==> src/rtl/uart_pkg.sv <==
// Shared definitions for the UART receive path: register map, STATUS bits, FSM states.
package uart_pkg;

    typedef enum logic [2:0] {
        RX_IDLE   = 3'd0,
        RX_START  = 3'd1,
        RX_DATA   = 3'd2,
        RX_PARITY = 3'd3,
        RX_STOP   = 3'd4
    } rx_state_t;

    // Word index within the 16-byte window (bus_addr[3:2])
    localparam logic [1:0] REG_RXDATA = 2'd0;
    localparam logic [1:0] REG_STATUS = 2'd1;
    localparam logic [1:0] REG_RSVD0  = 2'd2;
    localparam logic [1:0] REG_RSVD1  = 2'd3;

    localparam int ST_OVERRUN    = 0;
    localparam int ST_FRAME_ERR  = 1;
    localparam int ST_EMPTY      = 2;
    localparam int ST_FULL       = 3;
    localparam int ST_PARITY_ERR = 4;

    localparam int CLR_OVERRUN    = 0;
    localparam int CLR_FRAME_ERR  = 1;
    localparam int CLR_PARITY_ERR = 2;

    function automatic logic [31:0] status_word(
        input logic [7:0] cnt,
        input logic       full,
        input logic       empty,
        input logic       ferr,
        input logic       ovr,
        input logic       perr
    );
        logic [31:0] w;
        w = '0;
        w[15:8]          = cnt;
        w[ST_PARITY_ERR] = perr;
        w[ST_FULL]       = full;
        w[ST_EMPTY]      = empty;
        w[ST_FRAME_ERR]  = ferr;
        w[ST_OVERRUN]    = ovr;
        return w;
    endfunction

endpackage

==> src/rtl/uart_rx.sv <==
// Serial deserializer: 2-FF synchronizer, baud counter and frame FSM.
// Define UART_RX_PARITY_EN for 8E1 frames (even parity check); default is 8N1.
module uart_rx
    import uart_pkg::*;
#(
    parameter int CLKS_PER_BIT = 434
) (
    input  logic       clk,
    input  logic       rst_n,
    input  logic       rx_pin,
    output logic [7:0] rx_byte,
    output logic       rx_valid,
    output logic       frame_err,
    output logic       parity_err
);

    localparam int HALF = CLKS_PER_BIT / 2;
    localparam int CW   = $clog2(CLKS_PER_BIT + 1);
    localparam logic [CW-1:0] BIT_END = CW'(CLKS_PER_BIT - 1);
    localparam logic [CW-1:0] MID_END = CW'(HALF - 1);

    logic [1:0]    sync_q;
    logic          prev_q;
    rx_state_t     state_q, state_d;
    logic [CW-1:0] cnt_q, cnt_d;
    logic [2:0]    idx_q, idx_d;
    logic [7:0]    shift_q, shift_d;
    logic          perr_q, perr_d;
    logic          rx_s;
    logic          fall;

    assign rx_s    = sync_q[1];
    assign fall    = prev_q & ~rx_s;
    assign rx_byte = shift_q;

    always_ff @(posedge clk or negedge rst_n) begin
        if (!rst_n) begin
            sync_q  <= 2'b11;
            prev_q  <= 1'b1;
            state_q <= RX_IDLE;
            cnt_q   <= '0;
            idx_q   <= '0;
            shift_q <= '0;
            perr_q  <= 1'b0;
        end else begin
            sync_q  <= {sync_q[0], rx_pin};
            prev_q  <= rx_s;
            state_q <= state_d;
            cnt_q   <= cnt_d;
            idx_q   <= idx_d;
            shift_q <= shift_d;
            perr_q  <= perr_d;
        end
    end

    always_comb begin
        state_d    = state_q;
        cnt_d      = cnt_q;
        idx_d      = idx_q;
        shift_d    = shift_q;
        perr_d     = perr_q;
        rx_valid   = 1'b0;
        frame_err  = 1'b0;
        parity_err = 1'b0;
        unique case (state_q)
            RX_IDLE: begin
                cnt_d = '0;
                if (fall) state_d = RX_START;
            end
            RX_START: begin
                if (cnt_q == MID_END) begin
                    cnt_d   = '0;
                    idx_d   = '0;
                    perr_d  = 1'b0;
                    // A line back high at mid-start is a glitch
                    state_d = rx_s ? RX_IDLE : RX_DATA;
                end else begin
                    cnt_d = cnt_q + CW'(1);
                end
            end
            RX_DATA: begin
                if (cnt_q == BIT_END) begin
                    cnt_d   = '0;
                    shift_d = {rx_s, shift_q[7:1]};
                    idx_d   = idx_q + 3'd1;
                    if (idx_q == 3'd7) begin
`ifdef UART_RX_PARITY_EN
                        state_d = RX_PARITY;
`else
                        state_d = RX_STOP;
`endif
                    end
                end else begin
                    cnt_d = cnt_q + CW'(1);
                end
            end
`ifdef UART_RX_PARITY_EN
            RX_PARITY: begin
                if (cnt_q == BIT_END) begin
                    cnt_d   = '0;
                    perr_d  = ^{shift_q, rx_s};
                    state_d = RX_STOP;
                end else begin
                    cnt_d = cnt_q + CW'(1);
                end
            end
`endif
            RX_STOP: begin
                if (cnt_q == BIT_END) begin
                    cnt_d   = '0;
                    state_d = RX_IDLE;
                    if (!rx_s)       frame_err  = 1'b1;
                    else if (perr_q) parity_err = 1'b1;
                    else             rx_valid   = 1'b1;
                end else begin
                    cnt_d = cnt_q + CW'(1);
                end
            end
            default: state_d = RX_IDLE;
        endcase
    end

endmodule

==> src/rtl/uart_rx_mmio.sv <==
// Memory-mapped UART receiver: RX FIFO plus RXDATA/STATUS register window.
// Define UART_RX_PARITY_EN to enable the even-parity check and STATUS parity_err.
module uart_rx_mmio
    import uart_pkg::*;
#(
    parameter int          CLK_FREQ   = 50000000,
    parameter int          BAUD_RATE  = 115200,
    parameter int          FIFO_DEPTH = 16,
    parameter logic [31:0] BASE_ADDR  = 32'h1000_0100
) (
    input  logic                        clk,
    input  logic                        rst_n,
    input  logic                        rx_pin,
    input  logic                        bus_valid,
    input  logic                        bus_write,
    input  logic [31:0]                 bus_addr,
    input  logic [31:0]                 bus_wdata,
    output logic [31:0]                 mmio_rdata,
    output logic                        uart_ready,
    output logic                        rx_irq_o,
    output logic [$clog2(FIFO_DEPTH):0] fifo_count_o
);

    localparam int AW = $clog2(FIFO_DEPTH);
    localparam int CW = AW + 1;
    localparam logic [CW-1:0] DEPTH_C = CW'(FIFO_DEPTH);

    logic [7:0]    rx_byte;
    logic          rx_valid;
    logic          rx_ferr;
    logic          rx_perr;

    uart_rx #(
        .CLKS_PER_BIT(CLK_FREQ / BAUD_RATE)
    ) u_rx (
        .clk       (clk),
        .rst_n     (rst_n),
        .rx_pin    (rx_pin),
        .rx_byte   (rx_byte),
        .rx_valid  (rx_valid),
        .frame_err (rx_ferr),
        .parity_err(rx_perr)
    );

    logic [7:0]    mem [FIFO_DEPTH];
    logic [AW-1:0] wp_q, rp_q;
    logic [CW-1:0] count_q;
    logic          overrun_q, frame_err_q, parity_err_q;
    logic          empty, full;
    logic          sel, is_rxdata, is_status;
    logic          pop, push, ovr_set, wr_st;

    assign empty = (count_q == '0);
    assign full  = (count_q == DEPTH_C);

    assign sel       = bus_valid && (bus_addr[31:4] == BASE_ADDR[31:4]);
    assign is_rxdata = (bus_addr[3:2] == REG_RXDATA);
    assign is_status = (bus_addr[3:2] == REG_STATUS);
    assign wr_st     = sel & bus_write & is_status;

    // A pop in the same cycle frees the slot a full-FIFO push needs
    assign pop     = sel & ~bus_write & is_rxdata & ~empty;
    assign push    = rx_valid & (~full | pop);
    assign ovr_set = rx_valid & full & ~pop;

    assign uart_ready   = sel;
    assign rx_irq_o     = ~empty;
    assign fifo_count_o = count_q;

    always_comb begin
        mmio_rdata = '0;
        if (sel) begin
            unique case (1'b1)
                is_rxdata:
                    mmio_rdata = empty ? '0 : {23'b0, 1'b1, mem[rp_q]};
                is_status:
                    mmio_rdata = status_word(8'(count_q), full, empty,
                                             frame_err_q, overrun_q,
                                             parity_err_q);
                default: mmio_rdata = '0;
            endcase
        end
    end

    always_ff @(posedge clk or negedge rst_n) begin
        if (!rst_n) begin
            wp_q        <= '0;
            rp_q        <= '0;
            count_q     <= '0;
            overrun_q   <= 1'b0;
            frame_err_q <= 1'b0;
        end else begin
            if (push) wp_q <= wp_q + AW'(1);
            if (pop)  rp_q <= rp_q + AW'(1);
            count_q     <= count_q + CW'(push) - CW'(pop);
            overrun_q   <= ovr_set |
                           (overrun_q & ~(wr_st & bus_wdata[CLR_OVERRUN]));
            frame_err_q <= rx_ferr |
                           (frame_err_q & ~(wr_st & bus_wdata[CLR_FRAME_ERR]));
        end
    end

    always_ff @(posedge clk) begin
        if (push) mem[wp_q] <= rx_byte;
    end

`ifdef UART_RX_PARITY_EN
    always_ff @(posedge clk or negedge rst_n) begin
        if (!rst_n) parity_err_q <= 1'b0;
        else parity_err_q <= rx_perr |
                (parity_err_q & ~(wr_st & bus_wdata[CLR_PARITY_ERR]));
    end

    logic unused_bits;
    assign unused_bits = ^{bus_addr[1:0], bus_wdata[31:3]};
`else
    assign parity_err_q = 1'b0;

    logic unused_bits;
    assign unused_bits = ^{bus_addr[1:0], bus_wdata[31:2], rx_perr};
`endif

endmodule

==> config.mk <==
export PLATFORM = sky130hd
export DESIGN_NAME = uart_rx_mmio
export DESIGN_NICKNAME = d
export VERILOG_FILES = /design/src/rtl/uart_pkg.sv /design/src/rtl/uart_rx.sv /design/src/rtl/uart_rx_mmio.sv
export SDC_FILE = /design/constraint.sdc
export NUM_CORES = 1
export LEC_CHECK = 0
export CAP_MARGIN = 20
export CORE_MARGIN = 2
export CORE_UTILIZATION = 45
export CTS_CLUSTER_DIAMETER = 60
export DETAILED_ROUTE_END_ITERATION = 16
export GPL_TIMING_DRIVEN = 1
export PLACE_DENSITY = 0.68
export SKIP_LAST_GASP = 1
export SYNTH_ARGS = -nofsm -noshare
export SYNTH_HDL_FRONTEND = slang
export SYNTH_SLANG_ARGS = --single-unit
==> constraint.sdc <==
create_clock -name clk -period 5.3 [get_ports clk]
set_input_delay 1.59 -clock clk [delete_from_list [all_inputs] [get_ports clk]]
set_output_delay 1.59 -clock clk [all_outputs]
set_load 0.01 [all_outputs]
======== Word level (Yosys, flattened, before mapping) ========
Memories as Yosys holds them, arrays and structs flattened.
Index checks and enable logic that the tools add are counted.
storage, ports and cells
  flip-flop bits (word level) ............. 41
  memory bits (writable) .................. 128
  bits of input ports ..................... 69
  output and inout port bits .............. 39
  logic and storage cells ................. 89
  memories kept ........................... 1
cells by class
  add/subtract/negate cells ............... 6
  equality and inequality tests ........... 14
  multiplexer cells ....................... 24
  bitwise operators ....................... 23
  reduce and logical (&&, ||, !) cells .... 10
memories
  memory  words  width  rd ports  clocked after Yosys merged registers in  write ports  line                source
  mem     16     8      1         0                                        1            uart_rx_mmio.sv:45  logic [7:0] mem [FIFO_DEPTH];
operators with widths
  operator              count
  $mux 32               1
  $eq 28x25->1 const B  1
  $mux 9                3
  $pmux 9 s3            1
  $pmux 13 s2           1
  $mux 3                7
  $and 1x1->1           13
  $pmux 3 s4            1
  $ne 2x1->1 const B    5
  $add 9x1->9 const B   1
  $eq 9x8->1 const B    1
  $eq 9x9->1 const B    1
  $add 4x1->4 const B   2
  $mux 1                8
  $not 1->1             7
  $eq 3x3->1 const B    2
  $pmux 3 s2            1
  $add 5x1->5           1
  $eq 5x5->1 const B    1
  $logic_not 5->1       1
  $reduce_and 5->1      1
  $sub 5x1->5           1
  $add 3x1->3 const B   1
  $eq 3x1->1 const B    1
  other kinds (12)      14

======== Logic depth before layout (Yosys ltp) ========
Gate-level depths: netlist (run 1).
  depth after elaboration ................. 9
  gate-level depth with buffers ........... 18
  gate-level depth less buffers ........... 17

======== Hierarchy ========
Synthesis (run 1) repeated with hierarchy kept, for this count alone.
second synthesis, totals
  cells, all modules ...................... 465
  area, all modules ....................... 7,563.5 um^2
by module, submodules not included
  module        times used  cells an instance  area an instance (um^2)  sequential area each (um^2)
  uart_rx_mmio  1           343                6,227.2                  4,219.0
  uart_rx       1           122                1,336.3                  654.4

======== Least setup slack after synthesis (run 1) ========
No wires, ideal clock.
  kind .................................... in2out
  start point ............................. in bus_addr[24]
  end point ............................... out mmio_rdata[4]
  arrival ................................. 2.833 ns
  data required time ...................... 3.710 ns
  slack ................................... 0.877 ns
  cell stages on the path ................. 5
  path buffers ............................ 0
  path through ............................ nor4_1 > nand4_1 > nor2_1 > nand2_1 > a211oi_1
on the way
  longest elaborated chain between the ends .. 3
ends and longest elaborated chain
  item                line                source
  start: declaration  uart_rx_mmio.sv:16  input logic [31:0] bus_addr,
  $eq 28x25->1        uart_rx_mmio.sv:56  assign sel = bus_valid && (bus_addr[31:4] == BASE_ADDR[31:4]);
  $logic_and 1x1->1   uart_rx_mmio.sv:56
  via uart_ready      uart_rx_mmio.sv:19  output logic uart_ready,
  $mux 32             uart_rx_mmio.sv:72  if (sel) begin
  end: declaration    uart_rx_mmio.sv:18  output logic [31:0] mmio_rdata,
The timed path passes the listed nets, and every way through them passes these cells.

======== Final worst setup path (run 1) ========
  start point ............................. in bus_addr[12]
  end point ............................... out mmio_rdata[2]
on the way
  longest elaborated chain between the ends .. 3
ends and longest elaborated chain
  item               line
  $eq 28x25->1       uart_rx_mmio.sv:56
  $logic_and 1x1->1  uart_rx_mmio.sv:56
  $mux 32            uart_rx_mmio.sv:72
No other way between the ends.

==> results of run 1 <==
[per-stage QoR]
stage,setup TNS (ps),cell area (sq um),hold slack (ps),utilization (%),instances
detailed placement,-441,8260,348,50.3,745
CTS,0,8840,357,53.9,778
global placement,-123,8260,345,50.3,745
finish,0,8860,356,54.0,778
global route,-120,8860,359,54.0,778
floorplan,0,7560,345,-,494
[final timing paths]
| kind | from | to | slack (ps) | cells after the start |
|---|---|---|---|---|
| worst max-delay path | bus_addr[12] | mmio_rdata[2] | 80 | 6 |
| worst min register to register | u_rx.sync_q[0]$_DFF_PN1_ | u_rx.sync_q[1]$_DFF_PN1_ | 360 | 0 |
| min in group asynchronous | rst_n | u_rx.cnt_q[2]$_DFFE_PN0P_ | 1300 | 1 |
| worst max register to register | u_rx.cnt_q[1]$_DFFE_PN0P_ | fifo_count_o[4]$_DFF_PN0_ | 1890 | 16 |
| max in group asynchronous | rst_n | rp_q[0]$_DFFE_PN0N_ | 3340 | 1 |
| worst min-delay path | u_rx.sync_q[0]$_DFF_PN1_ | u_rx.sync_q[1]$_DFF_PN1_ | 360 | 0 |
[registers in the layout, indices dropped and copies added (netlist names), 3 cells and up]
name          cells
u_rx.idx_q        3
u_rx.state_q      3
wp_q              4
u_rx.rx_byte      8
u_rx.cnt_q        9
rp_q              4
mem             128
fifo_count_o      5
[layout make-up]
class                           count  area, sq um
Fill cell                        1285         7550
Sequential cell                   169         4870
Multi-Input combinational cell    269         2400
Timing Repair Buffer               71          668
Clock buffer                       18          429
Tap cell                          220          275
Clock inverter                     14          145
Inverter                           17         63.8
[cells by family (layout without fill, tap and decap cells)]
kind of cell | after synthesis | after routing | share of synthesized area [%]
and+or+nand+nor | 119 | 119 | 9.66
adders and majority gates | 17 | 17 | 2.94
AOI/OAI and AO/OA | 51 | 51 | 4.71
DFF | 169 | 169 | 65.1
muxes | 52 | 52 | 12.3
buffers and inverters | 56 | 120 | 3.98
xor gates and xnor gates | 11 | 11 | 1.29
other | 1 | 19 | 0.0501
[report_power, final]
part / switching [W] / internal, W / total, W
combinational: 0.0000919 / 0.0000761 / 0.000168
sequential: 0.0000372 / 0.00143 / 0.00147
clock: 0.000512 / 0.000694 / 0.00121
total: 0.000641 / 0.00220 / 0.00284
[Yosys cell counts, types with 7 or more instances]
master and n:
edfxtp_1 128, dfrtp_1 38, mux4_2 31, and3_1 20, buf_4 19, nor2_1 19, inv_1 17, ha_1 16
nand3_1 16, a21oi_1 14, nand2_1 14, mux2i_1 11, mux2_2 10, nor2b_1 10, clkbuf_1 9, xnor2_1 9
a211oi_1 8, buf_2 7
[metal layers]
layer	wire length [um]	track usage, %
met5	0	0
met3	530	3.68
met2	7510	28.7
met1	6390	23.0
met4	291	7.35
[cell usage in the layout, fill, tap and decap left out, types with 14 or more instances in the layout]
cell             synthesis  layout
conb_1                   1      19
a21oi_1                 14      14
ha_1                    16      16
buf_4                   19      15
clkbuf_16                0      17
inv_1                   17      17
dfrtp_1                 38      37
nor2_1                  19      18
nand3_1                 16      16
edfxtp_1               128     128
and3_1                  20      20
mux4_2                  31      31
clkdlybuf4s50_1          0      46
[timing repair]
| item | 4_1_cts | 5_1_grt |
|---|---|---|
| setup endpoints to repair | 11 | 7 |
| endpoints found under the hold margin | 0 | 0 |
| buffers inserted | 1 | 0 |
| pin swaps | 2 | 1 |
| gates resized for setup | 8 | 6 |
| hold buffers | 0 | 0 |
==> impl_metrics.env, run 1 <==
export IMPL_critical_path_top_delay_family="buffers and inverters"
export IMPL_cp_arrival_ps=3630
export IMPL_drt_total_wl_um=14700
export IMPL_yosysSeqAreaShare_pct=65.1
export IMPL_dp_hpwl_um=9890
export IMPL_hold_viol=0
export IMPL_antenna_found_initial=0
export IMPL_clock_latency_ps=430
export IMPL_max_slew_worst_pin_slew_ps=1030
export IMPL_fin_crit_ps=5220
export IMPL_setup_ws_ps=75.5
export IMPL_numCtsBuffers=17
export IMPL_drt_vias_per_instance=5.35
export IMPL_drt_iter0_drc=346
export IMPL_yosys_area_top_type="edfxtp_1"
export IMPL_htreeDepth=4
export IMPL_finClkSkew_ps=10.2
export IMPL_dr_pass1_iters=4
export IMPL_leakage_nw=3.54
export IMPL_synthTopCellsByArea="edfxtp_1, dfrtp_1, mux4_2"
export IMPL_grt_overflow=0
export IMPL_cts_sinks=169
export IMPL_dp_worst_setup_slack_ps=-113
export IMPL_drive_above_1_share_pct=18.8
export IMPL_routedWlPerCell_um=18.9
export IMPL_syn_inst=476
export IMPL_core_area_sq_um=16400
export IMPL_synth_cell_types=56
export IMPL_antenna_cells=0
export IMPL_crit_required_ps=3710
export IMPL_first_global_vias=4307
export IMPL_powerDensity_nw_per_um2=321
export IMPL_p_total_w=0.00284
export IMPL_final_nets=631
export IMPL_max_freq_mhz=191
export IMPL_setup_viol=0
export IMPL_slew_headroom_pct=31.2
export IMPL_gr_usage_all_layers_pct=17.6
export IMPL_cp_num_buf_inv=3
export IMPL_cp_slowest_stage_delay_ps=630
export IMPL_area_delta_synth_final_pct=18.3
export IMPL_path_class="input pin to output port"
export IMPL_die_area_sq_um=17700
export IMPL_synth_area_sq_um=7490
export IMPL_ant_nets=0
export IMPL_peakVddDrop_v=0.000232
export IMPL_rsz0062_at_grt="yes"
export IMPL_clock_path_buffers=2
export IMPL_synth_edf_count=128
export IMPL_die_x_um=133
export IMPL_crit_fanout=4
export IMPL_crit_chain="clkdlybuf4s50_1 > nor4_2 > nand4_2 > buf_4 > a2111oi_1 > clkdlybuf4s50_1"
export IMPL_die_h_um=133
export IMPL_grt_pass1_wl_um=23300
export IMPL_avgSynthCellArea_sq_um=15.7
export IMPL_start_util_pct=45.6
export IMPL_slew_viol_final=0
export IMPL_status="finished, final reports clean"
export IMPL_crit_top_cell="clkdlybuf4s50_1"
export IMPL_async_flop_share_pct=24.3
export IMPL_slowest_stage="clkdlybuf4s50_1"
export IMPL_cts_tree="built"
export IMPL_yosysWarningCount=0
export IMPL_clockRootBuffer="clkbuf_16"
export IMPL_end_kind="output port"
export IMPL_startpoint_type="input pin"
export IMPL_vias=4163
export IMPL_place_gp_congestion=0.757
export IMPL_synth_ff_type="edfxtp_1"
export IMPL_min_path_type="flip-flop to flip-flop"
export IMPL_drc=0
export IMPL_cap_viol_max_count=0
export IMPL_rows=47
export IMPL_synth_seq_cells=169
export IMPL_fin_crit_sh_pct=98.6
export IMPL_synth_top_area_share_pct=51.3
export IMPL_path_clk_slew_ps=60
export IMPL_grt_max_degree=42
export IMPL_io_buffers=56
export IMPL_ios=108
Power figures use the tool's default switching activity.
==> run 2: changes to the inputs <==
Settings changed: DONT_BUFFER_PORTS set to 1, GPL_ROUTABILITY_DRIVEN set to 0, PLACE_DENSITY 0.68 to not set.
==> run 2 against run 1 <==
Via count shrank 6.3%. First-iteration DRC count shrank 33%. Register-to-register slack lost 120 ps. Clock power grew 7%. Utilization shrank 3.5 points. Setup slack gained 330 ps. Clock skew grew 4.9 ps. Critical path depth is the same. Count of clock-buffer cells in the layout shrank 1.
==> impl_metrics.env, run 2 (synthesized netlist as in run 1, its figures left out) <==
export IMPL_die_h_um=133
export IMPL_fin_crit_ps=4890
export IMPL_fin_crit_sh_pct=92.3
export IMPL_cts_sinks=169
export IMPL_htreeDepth=4
export IMPL_antenna_found_initial=0
export IMPL_numCtsBuffers=17
export IMPL_slew_viol_final=0
export IMPL_ios=108
export IMPL_dr_pass1_iters=4
export IMPL_die_area_sq_um=17700
export IMPL_mostFrequentLayoutCell="edfxtp_1"
export IMPL_first_global_vias=3888
export IMPL_rrSetupSlack_ps=1770
export IMPL_clock_latency_ps=430
export IMPL_min_path_type="flip-flop to flip-flop"
export IMPL_path_clk_slew_ps=60
export IMPL_startpoint_type="input pin"
export IMPL_power_switching_w=0.000625
export IMPL_setup_viol=0
export IMPL_grt_max_degree=42
export IMPL_setup_ws_ps=407
export IMPL_cts_setup_buffers=0
export IMPL_cp_slowest_stage_delay_ps=350
export IMPL_drt_total_wl_um=14200
export IMPL_cts_tree="built"
export IMPL_start_util_pct=45.6
export IMPL_max_freq_mhz=204
export IMPL_seqPwrFrac_pct=50.7
export IMPL_internal_power_w=0.00227
export IMPL_rows=47
export IMPL_cts_hold_buf=0
export IMPL_path_class="input pin to output port"
export IMPL_combPwrFrac_pct=4.4
export IMPL_top_register="mem"
export IMPL_layout_common_cells="edfxtp_1, dfrtp_1, mux4_2"
export IMPL_dp_worst_setup_slack_ps=396
export IMPL_multiInputGateArea_sq_um=2380
export IMPL_crit_required_ps=3710
export IMPL_drt_vias_per_instance=5.46
export IMPL_fillerInstances=1377
export IMPL_core_area_sq_um=16400
export IMPL_status="finished, final reports clean"
export IMPL_crit_chain="nor4_1 > nand4_1 > nor2_1 > nand2_1 > a211oi_1 > buf_4"
export IMPL_clkPwrFrac_pct=44.9
export IMPL_cp_arrival_ps=3300
export IMPL_hold_viol=0
export IMPL_powerDensity_nw_per_um2=350
export IMPL_dp_hpwl_um=9170
export IMPL_drt_iter0_drc=232
export IMPL_p_total_w=0.00290
export IMPL_drive_above_1_share_pct=19.2
export IMPL_rsz0062_at_grt="no"
export IMPL_slowest_stage="a211oi_1"
export IMPL_holdWs_ps=355
export IMPL_design_area_sq_um=8280
export IMPL_ant_nets=0
export IMPL_die_x_um=133
export IMPL_vias=3901
export IMPL_finalSetupTns_ps=0
export IMPL_grt_overflow=0
export IMPL_crit_fanout=5
export IMPL_end_kind="output port"
export IMPL_max_slew_worst_pin_slew_ps=1020
export IMPL_clockRootBuffer="clkbuf_16"
export IMPL_largest_reg_flops=128
export IMPL_regArea_sq_um=4870
export IMPL_antenna_cells=0
export IMPL_slew_headroom_pct=32.3
export IMPL_post_cts_resized=0
export IMPL_cp_num_buf_inv=1
export IMPL_grt_pass1_wl_um=22200
export IMPL_finClkSkew_ps=15.1
export IMPL_routedWlPerCell_um=19.9
export IMPL_gr_usage_all_layers_pct=17.0
export IMPL_drc=0
export IMPL_postPlaceCellArea_sq_um=7650
export IMPL_clock_path_buffers=2
export IMPL_io_buffers=0
export IMPL_peakVddDrop_v=0.000276
export IMPL_area_delta_synth_final_pct=10.5
export IMPL_cap_viol_max_count=0
export IMPL_final_nets=567
export IMPL_critical_path_top_delay_family="simple AND/OR/NAND/NOR gates"
export IMPL_p_sw_share_pct=21.6
export IMPL_leakage_nw=3.22
## run 2: cell types whose count changed in the layout (fill, tap and decap cells not counted), sizes merged
cell	delta
inv	-1
buf	-9
clkinvlp	+3
clkbuf	-1
dlymetal6s2s	-3
dlygate4sd2	-6
clkinv	-3
clkdlybuf4s50	-46
bufinv	+2
## run 2: final timing paths
path | startpoint | end | depth (start not counted)
worst max register to register | fifo_count_o[2]$_DFF_PN0_ | fifo_count_o[4]$_DFF_PN0_ | 18
min in group asynchronous | rst_n | u_rx.cnt_q[4]$_DFFE_PN0P_ | 0
worst max-delay path | bus_addr[24] | mmio_rdata[5] | 6
max in group asynchronous | rst_n | u_rx.prev_q$_DFF_PN1_ | 0
worst min-delay path | u_rx.sync_q[0]$_DFF_PN1_ | u_rx.sync_q[1]$_DFF_PN1_ | 0
worst min register to register | u_rx.sync_q[0]$_DFF_PN1_ | u_rx.sync_q[1]$_DFF_PN1_ | 0
## run 2: power groups by stage
| stage | registers (W) | clock network, W | logic, W |
|---|---|---|---|
| after detailed placement | 0.00149 | 0 | 0.000127 |
| after CTS | 0.00147 | 0.00133 | 0.000127 |
| after global placement | 0.00149 | 0 | 0.000124 |
| after global routing | 0.00147 | 0.00138 | 0.000150 |
| final | 0.00147 | 0.00130 | 0.000126 |
| after floorplan | 0.00147 | 0 | 0.000140 |
## run 2: area by class of cell
cell class                      count  area share, %
Clock buffer                       17           5.14
Clock inverter                     15           2.42
Inverter                           17          0.771
Multi-Input combinational cell    269           28.8
Sequential cell                   169           58.9
Tap cell                          220           3.33
Timing Repair Buffer                7          0.635
## run 2: per-stage QoR
stage | cells | util, %
floorplan | 494 | -
global placement | 682 | 46.6
detailed placement | 682 | 46.6
CTS | 714 | 50.4
global route | 714 | 50.4
finish | 714 | 50.4
## run 2: per-layer routing
| metal | part of all wire [%] | GRT usage [%] | vias to the layer above |
|---|---|---|---|
| met2 | 50 | 27.2 | 81 |
| met5 | 0 | 0 | - |
| met3 | 4.3 | 3.68 | 8 |
| met1 | 44 | 22.7 | 2000 |
| met4 | 1.0 | 6.81 | 0 |
| li1 | - | - | 1812 |
==> run 3: changes to the inputs <==
Settings changed: CAP_MARGIN 20 to 15, CORE_MARGIN 2 to 5, DONT_BUFFER_PORTS 1 to not set, PLACE_DENSITY set to 0.68.
==> run 3 against run 2 <==
Design area grew 7.4%. Maximum frequency shrank 6.3%. Utilization grew 3.6 points. Via count grew 6.8%. Critical path depth is the same. Register-to-register slack gained 270 ps. Routed wire length grew 4.2%. Critical endpoint is now mmio_rdata[2].
==> impl_metrics.env, run 3 (synthesized netlist as in run 1, its figures left out) <==
export IMPL_setup_viol=0
export IMPL_fin_crit_sh_pct=98.5
export IMPL_antenna_found_initial=0
export IMPL_final_nets=633
export IMPL_drive_above_1_share_pct=19.5
export IMPL_gr_usage_all_layers_pct=15.8
export IMPL_crit_required_ps=3710
export IMPL_die_area_sq_um=19300
export IMPL_core_area_sq_um=16500
export IMPL_p_sw_share_pct=22.3
export IMPL_numCtsBuffers=17
export IMPL_drt_vias_per_instance=5.34
export IMPL_cap_viol_max_count=0
export IMPL_antenna_cells=0
export IMPL_mostFrequentLayoutCell="edfxtp_1"
export IMPL_ant_nets=0
export IMPL_rows=47
export IMPL_rsz0062_at_grt="yes"
export IMPL_leakage_nw=3.58
export IMPL_slew_headroom_pct=34.4
export IMPL_powerDensity_nw_per_um2=319
export IMPL_power_switching_w=0.000633
export IMPL_end_kind="output port"
export IMPL_min_from="u_rx.sync_q[0]$_DFF_PN1_"
export IMPL_min_path_type="flip-flop to flip-flop"
export IMPL_seqPwrFrac_pct=51.7
export IMPL_status="finished, final reports clean"
export IMPL_crit_start="bus_addr[13]"
export IMPL_die_x_um=139
export IMPL_fin_crit_ps=5220
export IMPL_clockRootBuffer="clkbuf_16"
export IMPL_peakVddDrop_v=0.000242
export IMPL_area_delta_synth_final_pct=18.7
export IMPL_cts_hold_buf=0
export IMPL_hold_viol=0
export IMPL_grt_overflow=0
export IMPL_die_h_um=139
export IMPL_first_global_vias=4247
export IMPL_cts_sinks=169
export IMPL_ios=108
export IMPL_max_freq_mhz=192
export IMPL_fin_util_pct=54.0
export IMPL_largest_reg_flops=128
export IMPL_startpoint_type="input pin"
export IMPL_drt_total_wl_um=14800
export IMPL_path_clk_slew_ps=70
export IMPL_top_register="mem"
export IMPL_routedWlPerCell_um=18.9
export IMPL_clock_path_buffers=2
export IMPL_grt_max_degree=42
export IMPL_drt_iter0_drc=286
export IMPL_io_buffers=56
export IMPL_internal_power_w=0.00221
export IMPL_dr_pass1_iters=4
export IMPL_vias=4168
export IMPL_start_util_pct=45.5
export IMPL_max_slew_worst_pin_slew_ps=984
export IMPL_cts_tree="built"
export IMPL_slew_viol_final=0
export IMPL_finClkSkew_ps=9.38
export IMPL_layout_common_cells="edfxtp_1, clkdlybuf4s50_1, dfrtp_1"
export IMPL_dp_hpwl_um=10100
export IMPL_drc=0
export IMPL_dp_worst_setup_slack_ps=-43.6
export IMPL_crit_fanout=4
export IMPL_cp_arrival_ps=3630
export IMPL_path_class="input pin to output port"
export IMPL_setup_ws_ps=80.2
export IMPL_reg2reg_from="fifo_count_o[3]$_DFF_PN0_"
export IMPL_clock_latency_ps=420
export IMPL_combPwrFrac_pct=5.9
export IMPL_htreeDepth=4
export IMPL_clkPwrFrac_pct=42.4
export IMPL_grt_pass1_wl_um=23400
-- run 3: power by group through the flow --
stage	clock network, W	logic, W	registers, W
final	0.00120	0.000166	0.00147
after global routing	0.00129	0.000190	0.00147
after CTS	0.00122	0.000166	0.00147
after detailed placement	0	0.000165	0.00150
after global placement	0	0.000159	0.00149
after floorplan	0	0.000140	0.00147
-- run 3: final cells by class --
class | instances | area (sq um)
sequential | 169 | 4870
inverter | 17 | 63.8
timing repair buffer | 73 | 693
clock buffer | 19 | 433
multi-input combinational | 269 | 2410
fill | 1326 | 7570
clock inverter | 13 | 143
tap | 220 | 275
-- run 3: what timing repair did --
| action | in CTS | in global routing |
|---|---|---|
| pin swaps | 3 | 0 |
| cloned | 0 | 0 |
| buffers inserted | 1 | 0 |
| resized for setup | 9 | 8 |
| endpoints found under the setup margin | 12 | 5 |
-- run 3: routing by layer --
metal  GRT usage, %  part of all wire (%)
met2           26.7                    52
met4           6.28                   1.4
met5              0                     0
met1           20.0                    42
met3           3.17                   4.4
-- run 3: metrics by stage --
step	area (sq um)	setup TNS, ps	hold slack (ps)	cells	total power [W]
after global placement	8290	-219	345	747	0.00165
after floorplan	7560	0	345	494	0.00161
after CTS	8860	0	357	780	0.00286
after detailed placement	8290	-331	348	747	0.00166
after global routing	8890	-155	359	780	0.00295
final	8890	0	357	780	0.00284
-- run 3: worst paths after layout --
kind	endpoint	slack, ps	cells past startpoint
min in group asynchronous	u_rx.cnt_q[4]$_DFFE_PN0P_	1290	1
worst min-delay path	u_rx.sync_q[1]$_DFF_PN1_	360	0
max in group asynchronous	rp_q[0]$_DFFE_PN0N_	3380	1
worst min register to register	u_rx.sync_q[1]$_DFF_PN1_	360	0
worst max register to register	fifo_count_o[4]$_DFF_PN0_	2040	17
worst max-delay path	mmio_rdata[2]	80	6
-- run 3: worst max-delay path, stage by stage --
cell and delay (ps):
clkdlybuf4s50_1 460, nor4b_4 300, nand4_2 150, buf_4 180, a2111oi_1 320, clkdlybuf4s50_1 620
